[src/rtl/hamming_pkg.sv]
// SECDED(39,32) constants plus encode / data-extract helpers shared by the instruction memory.
package hamming_pkg;
    localparam int unsigned DATA_W = 32;
    localparam int unsigned CODE_W = 39;
    localparam int unsigned SYN_W  = 6;
    localparam int unsigned POS_MAX = CODE_W - 1;
    localparam logic [DATA_W-1:0] NOP_INSTR = 32'h00000013;

    // Positions 1..POS_MAX that are not powers of two carry data bits, LSB first.
    function automatic logic is_data_pos(input int p);
        return (p & (p - 1)) != 0;
    endfunction

    function automatic logic [CODE_W-1:0] secded_enc32(input logic [DATA_W-1:0] data);
        logic [CODE_W-1:0] cw;
        int di;
        cw = '0;
        di = 0;
        for (int p = 1; p < int'(CODE_W); p++) begin
            if (is_data_pos(p)) begin
                cw[p] = data[di];
                di++;
            end
        end
        for (int k = 0; k < int'(SYN_W); k++) begin
            for (int p = 1; p < int'(CODE_W); p++) begin
                if (is_data_pos(p) && p[k]) cw[1 << k] = cw[1 << k] ^ cw[p];
            end
        end
        cw[0] = ^cw[CODE_W-1:1];
        return cw;
    endfunction

    function automatic logic [DATA_W-1:0] secded_data32(input logic [CODE_W-1:0] cw);
        logic [DATA_W-1:0] data;
        int di;
        data = '0;
        di = 0;
        for (int p = 1; p < int'(CODE_W); p++) begin
            if (is_data_pos(p)) begin
                data[di] = cw[p];
                di++;
            end
        end
        return data;
    endfunction
endpackage

[src/rtl/hamming_imem_dec.sv]
// Combinational SECDED(39,32) decoder: corrects single flips, flags double flips with a NOP.
module secded_dec32
    import hamming_pkg::*;
(
    input  logic [CODE_W-1:0] code,
    output logic [DATA_W-1:0] data_c,
    output logic              sbe_c,
    output logic              dbe_c
);
    logic [SYN_W-1:0]  syn;
    logic              par;
    logic [CODE_W-1:0] fixed;

    always_comb begin
        syn = '0;
        for (int k = 0; k < int'(SYN_W); k++) begin
            for (int p = 1; p < int'(CODE_W); p++) begin
                if (p[k]) syn[k] = syn[k] ^ code[p];
            end
        end
    end

    assign par = ^code;

    // Odd parity: one flip at position syn (0 = parity bit); a syndrome past the word is uncorrectable.
    always_comb begin
        fixed = code;
        sbe_c = 1'b0;
        dbe_c = 1'b0;
        if (par) begin
            if (syn <= SYN_W'(POS_MAX)) begin
                fixed = code ^ (CODE_W'(1) << syn);
                sbe_c = 1'b1;
            end else begin
                dbe_c = 1'b1;
            end
        end else if (syn != '0) begin
            dbe_c = 1'b1;
        end
        data_c = dbe_c ? NOP_INSTR : secded_data32(fixed);
    end
endmodule

[src/rtl/hamming_imem.sv]
// SECDED-protected instruction memory with a 2-stage fetch pipe and saturating error counters.
// Optional write-side error injection ports when HAMMING_ERR_INJECT_EN is defined.
module hamming_imem
    import hamming_pkg::*;
#(
    parameter int unsigned DEPTH = 64,
    parameter int unsigned CNT_W = 16
) (
    input  logic             clk,
    input  logic             rst,
    input  logic             imem_we,
    input  logic [31:0]      imem_addr,
    input  logic [31:0]      imem_wdata,
    input  logic             fetch_req,
    input  logic [31:0]      fetch_addr,
`ifdef HAMMING_ERR_INJECT_EN
    input  logic [1:0]       inj_mode,
    input  logic [5:0]       inj_bit,
`endif
    output logic             fetch_valid,
    output logic [31:0]      fetch_data,
    output logic             fetch_sbe,
    output logic             fetch_dbe,
    output logic             err_fatal,
    output logic [CNT_W-1:0] corr_cnt,
    output logic [CNT_W-1:0] uncorr_cnt
);
    localparam int unsigned AW = $clog2(DEPTH);

    logic [CODE_W-1:0] mem [DEPTH];
    logic [DEPTH-1:0]  word_vld;
    logic [AW-1:0]     wr_idx;
    logic [AW-1:0]     rd_idx;
    logic              wr_ok;
    logic              rd_ok;
    logic [CODE_W-1:0] inj_mask;
    logic              s1_valid;
    logic              s1_hit;
    logic [CODE_W-1:0] s1_code;
    logic [DATA_W-1:0] dec_data;
    logic              dec_sbe;
    logic              dec_dbe;
    logic              hit_sbe;
    logic              hit_dbe;

    assign wr_idx = imem_addr[AW+1:2];
    assign rd_idx = fetch_addr[AW+1:2];
    assign wr_ok  = imem_we && ((imem_addr >> (AW + 2)) == 32'd0);
    assign rd_ok  = (fetch_addr >> (AW + 2)) == 32'd0;

`ifdef HAMMING_ERR_INJECT_EN
    logic [5:0] inj_next;
    assign inj_next = (inj_bit == 6'(POS_MAX)) ? 6'd0 : inj_bit + 6'd1;

    always_comb begin
        inj_mask = '0;
        if (inj_bit <= 6'(POS_MAX)) begin
            case (inj_mode)
                2'b01:   inj_mask = CODE_W'(1) << inj_bit;
                2'b10:   inj_mask = (CODE_W'(1) << inj_bit) | (CODE_W'(1) << inj_next);
                default: inj_mask = '0;
            endcase
        end
    end
`else
    assign inj_mask = '0;
`endif

    // Read-first array: the registered read sees the word present before this edge's write.
    always_ff @(posedge clk) begin
        if (wr_ok) mem[wr_idx] <= secded_enc32(imem_wdata) ^ inj_mask;
        s1_code <= mem[rd_idx];
    end

    always_ff @(posedge clk or posedge rst) begin
        if (rst) begin
            word_vld <= '0;
            s1_valid <= 1'b0;
            s1_hit   <= 1'b0;
        end else begin
            if (wr_ok) word_vld[wr_idx] <= 1'b1;
            s1_valid <= fetch_req;
            s1_hit   <= fetch_req && rd_ok && word_vld[rd_idx];
        end
    end

    secded_dec32 u_dec (
        .code   (s1_code),
        .data_c (dec_data),
        .sbe_c  (dec_sbe),
        .dbe_c  (dec_dbe)
    );

    assign hit_sbe = s1_hit && dec_sbe;
    assign hit_dbe = s1_hit && dec_dbe;

    // Misses (unwritten or out of range) return a NOP and never touch the statistics.
    always_ff @(posedge clk or posedge rst) begin
        if (rst) begin
            fetch_valid <= 1'b0;
            fetch_data  <= '0;
            fetch_sbe   <= 1'b0;
            fetch_dbe   <= 1'b0;
            err_fatal   <= 1'b0;
            corr_cnt    <= '0;
            uncorr_cnt  <= '0;
        end else begin
            fetch_valid <= s1_valid;
            fetch_sbe   <= hit_sbe;
            fetch_dbe   <= hit_dbe;
            if (s1_valid) fetch_data <= s1_hit ? dec_data : NOP_INSTR;
            if (hit_sbe && corr_cnt != '1) corr_cnt <= corr_cnt + CNT_W'(1);
            if (hit_dbe && uncorr_cnt != '1) uncorr_cnt <= uncorr_cnt + CNT_W'(1);
            if (hit_dbe) err_fatal <= 1'b1;
        end
    end
endmodule

[config.mk]
export PLATFORM = sky130hd
export DESIGN_NAME = hamming_imem
export DESIGN_NICKNAME = d
export VERILOG_FILES = /design/src/rtl/hamming_pkg.sv /design/src/rtl/hamming_imem_dec.sv /design/src/rtl/hamming_imem.sv
export SDC_FILE = /design/constraint.sdc
export NUM_CORES = 2
export LEC_CHECK = 0
export CAP_MARGIN = 40
export CORE_MARGIN = 8
export CORE_UTILIZATION = 55
export CTS_BUF_LIST = sky130_fd_sc_hd__clkbuf_4 sky130_fd_sc_hd__clkbuf_8
export DETAILED_ROUTE_END_ITERATION = 16
export PLACE_DENSITY = 0.81
export SLEW_MARGIN = 20
export SYNTH_ARGS = -nofsm -noshare
export SYNTH_HDL_FRONTEND = slang
export SYNTH_SLANG_ARGS = --single-unit
[constraint.sdc]
create_clock -name clk -period 8.2 [get_ports clk]
set_input_delay 1.23 -clock clk [delete_from_list [all_inputs] [get_ports clk]]
set_output_delay 1.23 -clock clk [all_outputs]
set_load 0.02 [all_outputs]
# Word-level counts from Yosys, hierarchy flattened
# Memories as Yosys holds them, arrays and structs flattened. A register that Yosys moved wholly into a read port is not among the register bits.
# Index checks and enable logic that the tools add are counted.
[totals] ff_bits=134 ram_bits=2496 input_bits=100 output_inout_bits=68 wordCells=530 memories=1
[op_classes] add_sub_neg=32 order_cmp=35 n_eq_ne=2 n_shift=1 n_mux=260 bitwise_logic=176 n_reduce_logical=13
[mem_list] memory="mem" depth=64 word_bits=39 read_ports=1 rd_ports_with_merged_regs=1 wr=1 line="hamming_imem.sv:30" source="logic [CODE_W-1:0] mem [DEPTH];"
[ops] op="$mux W32" n=33
[ops] op="$lt A32 B7 Y1 const B" n=31
[ops] op="$add A32 B2 Y32 const B" n=30
[ops] op="$mux W1" n=192
[ops] op="$xor A1 B1 Y1" n=174
[ops] op="$bmux W1 S5" n=31
[ops] op="$mux W39" n=2
[ops] op="$logic_not A32 Y1" n=2
[ops] op="$or A64 B64 Y64" n=1
[ops] op="$reduce_xor A39 Y1" n=1
[ops] op="$shl A1 B6 Y39 const A" n=1
[ops] op="$xor A39 B39 Y39" n=1
[ops] op="$reduce_xor A38 Y1" n=1
[ops] op="$add A16 B1 Y16 const B" n=2
[ops] op="$ne A16 B16 Y1 const B" n=2
[ops] op="$lt A6 B7 Y1 const B" n=2
[ops] op="$logic_and A1 B1 Y1" n=8
[ops] op="$bmux W1 S6" n=1
[ops] op="$demux W1 S6" n=1
[ops] op="$ge A6 B1 Y1 const B" n=1
[ops] op="$le A6 B6 Y1 const B" n=1
[ops] op="$reduce_bool A6 Y1" n=1

# Depth between registers and ports, before layout
[depth] ltp_word=70 ltp_mapped=9 mapped_depth_nobuf=9

# Modules after synthesis
# From an unflattened synthesis, not the netlist that was laid out.
[unflattened] hier_cells=4505 hier_area_um2=103224.0
[modules_own_cells] module="hamming_imem" instances=1 cells_each=4304 area_per_inst_um2=101661.3 seq_area_each_um2=79085.8
[modules_own_cells] module="secded_dec32" instances=1 cells_each=201 area_per_inst_um2=1562.7 seq_area_each_um2=0.0

# Least setup slack after synthesis
# No wires, ideal clock.
[synth_path] path_kind="input-to-reg" start="in imem_wdata[10]" end="mem mem[0][0] (data pin)" setup_time_ps=567 arrival_ps=6130 t_required_ps=7633 slack_ps=1503 stages=7 n_path_buf=0 cell_sequence="xnor2_1 -> xnor2_1 -> xnor2_1 -> xnor2_1 -> xnor2_1 -> xnor2_1 -> xnor2_1"
[synth_via] elab_chain_cells=40 elab_cells_between_ends=297 classes_between="mux (212); bitwise (84); reduce/logical (1)"
[synth_lines] element="start, declared" line="hamming_imem.sv:13" source="input logic [31:0] imem_wdata,"
[synth_lines] element="$bmux W1 S5" line="hamming_pkg.sv:21" source="cw[p] = data[di];"
[synth_lines] element="$mux W1 (not written as such) (2 in series)" line="hamming_pkg.sv:21"
[synth_lines] element="$mux W1 (2 in series)" line="hamming_imem.sv:71" source="if (wr_ok) mem[wr_idx] <= secded_enc32(imem_wdata) ^ inj_mask;"
[synth_lines] element="$xor A1 B1 Y1" line="hamming_pkg.sv:27" source="if (is_data_pos(p) && p[k]) cw[1 << k] = cw[1 << k] ^ cw[p];"
[synth_lines] element="$mux W1" line="hamming_imem.sv:71"
[synth_lines] element="$xor A1 B1 Y1" line="hamming_pkg.sv:27"
[synth_lines] element="$mux W1" line="hamming_imem.sv:71"
[synth_lines] element="$xor A1 B1 Y1" line="hamming_pkg.sv:27"
[synth_lines] element="[... 22 more ...]"
[synth_lines] element="$mux W1" line="hamming_imem.sv:71"
[synth_lines] element="$xor A1 B1 Y1" line="hamming_pkg.sv:27"
[synth_lines] element="$mux W1" line="hamming_imem.sv:71"
[synth_lines] element="$xor A1 B1 Y1" line="hamming_pkg.sv:27"
[synth_lines] element="$mux W1" line="hamming_imem.sv:71"
[synth_lines] element="$xor A1 B1 Y1" line="hamming_pkg.sv:27"
[synth_lines] element="$mux W1" line="hamming_imem.sv:71"
[synth_lines] element="$reduce_xor A38 Y1 *" line="hamming_pkg.sv:30" source="cw[0] = ^cw[CODE_W-1:1];"
[synth_lines] element="end, declared" line="hamming_imem.sv:30"
# Every way passes the cells marked *; elsewhere a longest branch is shown, timed or not. The select of a mux whose other input is x is not followed.

# Worst setup path after layout
[layout_path] start="in imem_wdata[6]" end="mem mem[51][0] (data pin)"
# Same word-level chain as after synthesis.

==> results.tsv <==
metric	value	unit
nets@finish	4983	
minimum clock period	4.21	ns
Top-Level Pins	168	
syn avg cell area	23.8	um^2
Die Area	201000	um^2
Final Skew	0.112	ns
die height	448	um
top_reg_cell synth	edfxtp_1	
Reg clk slew, reported paths	0.07	ns
Pleak	0.0378	uW
Area after DPL	110000	um^2
post-synth cell types	55	
Tightest Hold Check Type	reg2reg	
Critical Path Start Type	primary input	
Initial Utilization	0.554	
Crit path required time	8.93	ns
total number of H-tree levels	5	
Max Cap Viol	0	
worst-margin pin slew	1.18	ns
Post-CTS Hold Buffers	0	
Port Buf Inserts	163	
Tot Pwr	30200	uW
critical path, cell by cell	buf_2, buf_4, xnor2_1, xnor2_1, xnor2_1, xnor2_1, xnor2_2, buf_4, xnor2_1, xnor2_2, buf_4	
initial antenna violation count	15	
Vias	51000	
Critical Path AT	4.93	ns
cts bufs inserted	409	
status	complete, no violations	
area leader, netlist	edfxtp_1	
number of global-route vias before repair	52300	
total global-route track usage	0.262	
Setup CP Type	in2reg	
Synth warnings	0	
Largest delay share family, worst path	buffers and inverters	
grt total ovfl	0	
pin count of the biggest net entering global routing	153	
Cell Rows	158	
HP Start	word_vld[12]$_DFFE_PP0P_	
unrepaired setup endpoints after global routing	no	
Max Clk Rate	0.238	GHz
Pwr per Cell Area	256	nW/um^2
VDD IR max	380	uV
First DRT Iteration DRCs	7727	
global-route wire length before repair	374000	um
Crit path largest cell delay	0.62	ns
total routed wirelength	272000	um
DR WL/cell	35.4	um
Clock Sinks	2669	
Finished Cell Area	118000	um^2
period utilisation layout	0.513	
synthesized cell area	103000	um^2
async set or reset register ratio after synthesis	0.0502	
Seq/Total Area, Yosys	0.769	
relative slew slack	0.212	
final setup fails	0	
Critical Path Slowest Stage Cell	buf_4	
PostCTS Resize Cnt	0	
Crit path depth	11	
DPL Wire Length	154000	um
layout cells sized above 1	0.362	
Critical Path Source	imem_wdata[6]	
Post-Syn Instances	4322	
R2R Path Start	s1_code[11]$_DFF_P_	
Final Hold Fails	0	
DRC	0	
hold depth	1	
Max Root-Sink Buffers	4	
Max Slew Vio Count	0	
Synth area leaders	edfxtp_1 (73%), mux4_2 (18%), dfrtp_1 (3.3%), xnor2_1 (1.1%), dfxtp_1 (0.76%)	
CP Capture Type	register	
Root Driver	clkbuf_8	
via/cell ratio	6.64	
post-route ant nets	0	
most used cell, CP	xnor2_1	
EDFF count, synth	2496	
CTS tree	yes	
area grow syn2layout	14.6	%
postcts setup bufs	0	
critical path fanouts, max	65	
First-pass DRT Iterations	6	
Final GP Congestion	0.826	
Core Area	186000	um^2
Worst Path Buf+Inv	4	
setup tns final	0	ns
r2r worst-path depth	8	
worst skew pair latency	1.08	ns
Mapped Nets	4424	
Synth top area share	0.729	
Die Wd	448	um
Yosys reg bits	2669	
[power breakdown]
group / internal [uW] / total (uW) / switching, uW / leakage, uW
Combinational: 1110 / 3500 / 2390 / 0.00895
Clock: 5810 / 10800 / 5030 / 0.00420
Sequential: 15800 / 15900 / 103 / 0.0246
[cell usage in the layout (no fill, tap or decap), types with 32 or more instances in the layout]
cell             count
dfrtp_1            134
clkinv_2            47
buf_12              50
buf_4              105
xor2_1              53
clkdlybuf4s50_1    125
buf_16              32
inv_1               33
dfxtp_1             39
nor2_1              42
or2_2               65
clkbuf_4           134
buf_2               33
edfxtp_1          2496
clkbuf_8           427
clkinv_1            84
nor2_4              64
xnor2_1            125
mux4_2             830
[routing by layer]
layer / share of wire / up-vias / GRT usage
li1: - / 19500 / -
met1: 0.33 / 26300 / 0.339
met2: 0.48 / 4269 / 0.416
met3: 0.14 / 847 / 0.0790
met4: 0.052 / 4 / 0.115
met5: 0.000099 / - / 0
[cells in the mapped netlist (7+ instances only)]
master    count
dfxtp_1      39
mux4_2      830
xnor2_1     131
buf_2        16
clkbuf_1    121
dfrtp_1     134
nor2_1      106
inv_1        34
or2_2        65
nor4_1       18
nand3_1      20
nand2_1      25
edfxtp_1   2496
o22ai_1      29
and3_1        7
buf_1        70
xor2_1       54
o211ai_1      9
xnor2_2       9
nor3_2       15
mux2_2       11
mux2i_1      11
o21ai_0      10
[worst paths after layout]
| path | endpoint | slack (ns) |
|---|---|---|
| max in group asynchronous | word_vld[23]$_DFFE_PP0P_ | 6.37 |
| max reg2reg | fetch_data[1]$_DFFE_PP0P_ | 4.32 |
| min in group asynchronous | fetch_dbe$_DFF_PP0_ | 0.64 |
| max | mem[51][0]$_DFFE_PP_ | 3.99 |
| min | word_vld[12]$_DFFE_PP0P_ | 0.46 |
| min reg2reg | word_vld[12]$_DFFE_PP0P_ | 0.46 |
[cells by family after synthesis]
logic type                 Yosys count  synth area share
xor gates and xnor gates           198            0.0180
adders and majority gates            2          0.000243
buffers and inverters              243           0.00913
and+or+nand+nor                    297            0.0158
AOI/OAI and AO/OA                   61           0.00407
muxes                              852             0.184
DFF                               2669             0.769
[cell type report]
class / instances / area [um^2]
Tap cell: 2480 / 3100
Inverter: 34 / 133
Antenna cell: 12 / 30.0
Clock buffer: 560 / 6870
Multi-Input combinational cell: 1410 / 23400
Sequential cell: 2669 / 79100
Fill cell: 11200 / 67800
Clock inverter: 153 / 1020
Timing Repair Buffer: 357 / 4250
[sequential cells by signal, summed over array words and instances (netlist names)]
name	count
fetch_data	32
uncorr_cnt	16
err_fatal	1
s1_hit	1
s1_valid	1
corr_cnt	16
fetch_dbe	1
fetch_valid	1
mem	2496
fetch_sbe	1
s1_code	39
word_vld	64
[per-stage QoR]
stage	utilization	hold WS, ns	worst slack, ns	instances
3_3_place_gp	0.585	0.445	2.34	6888
2_1_floorplan	-	0.352	1.50	4322
4_1_cts	0.634	0.397	4.06	7651
3_5_place_dp	0.591	0.450	2.91	6938
6_report	0.635	0.462	3.99	7675
5_1_grt	0.635	0.447	3.98	7668
No activity file was read; power rests on OpenSTA's default activity.
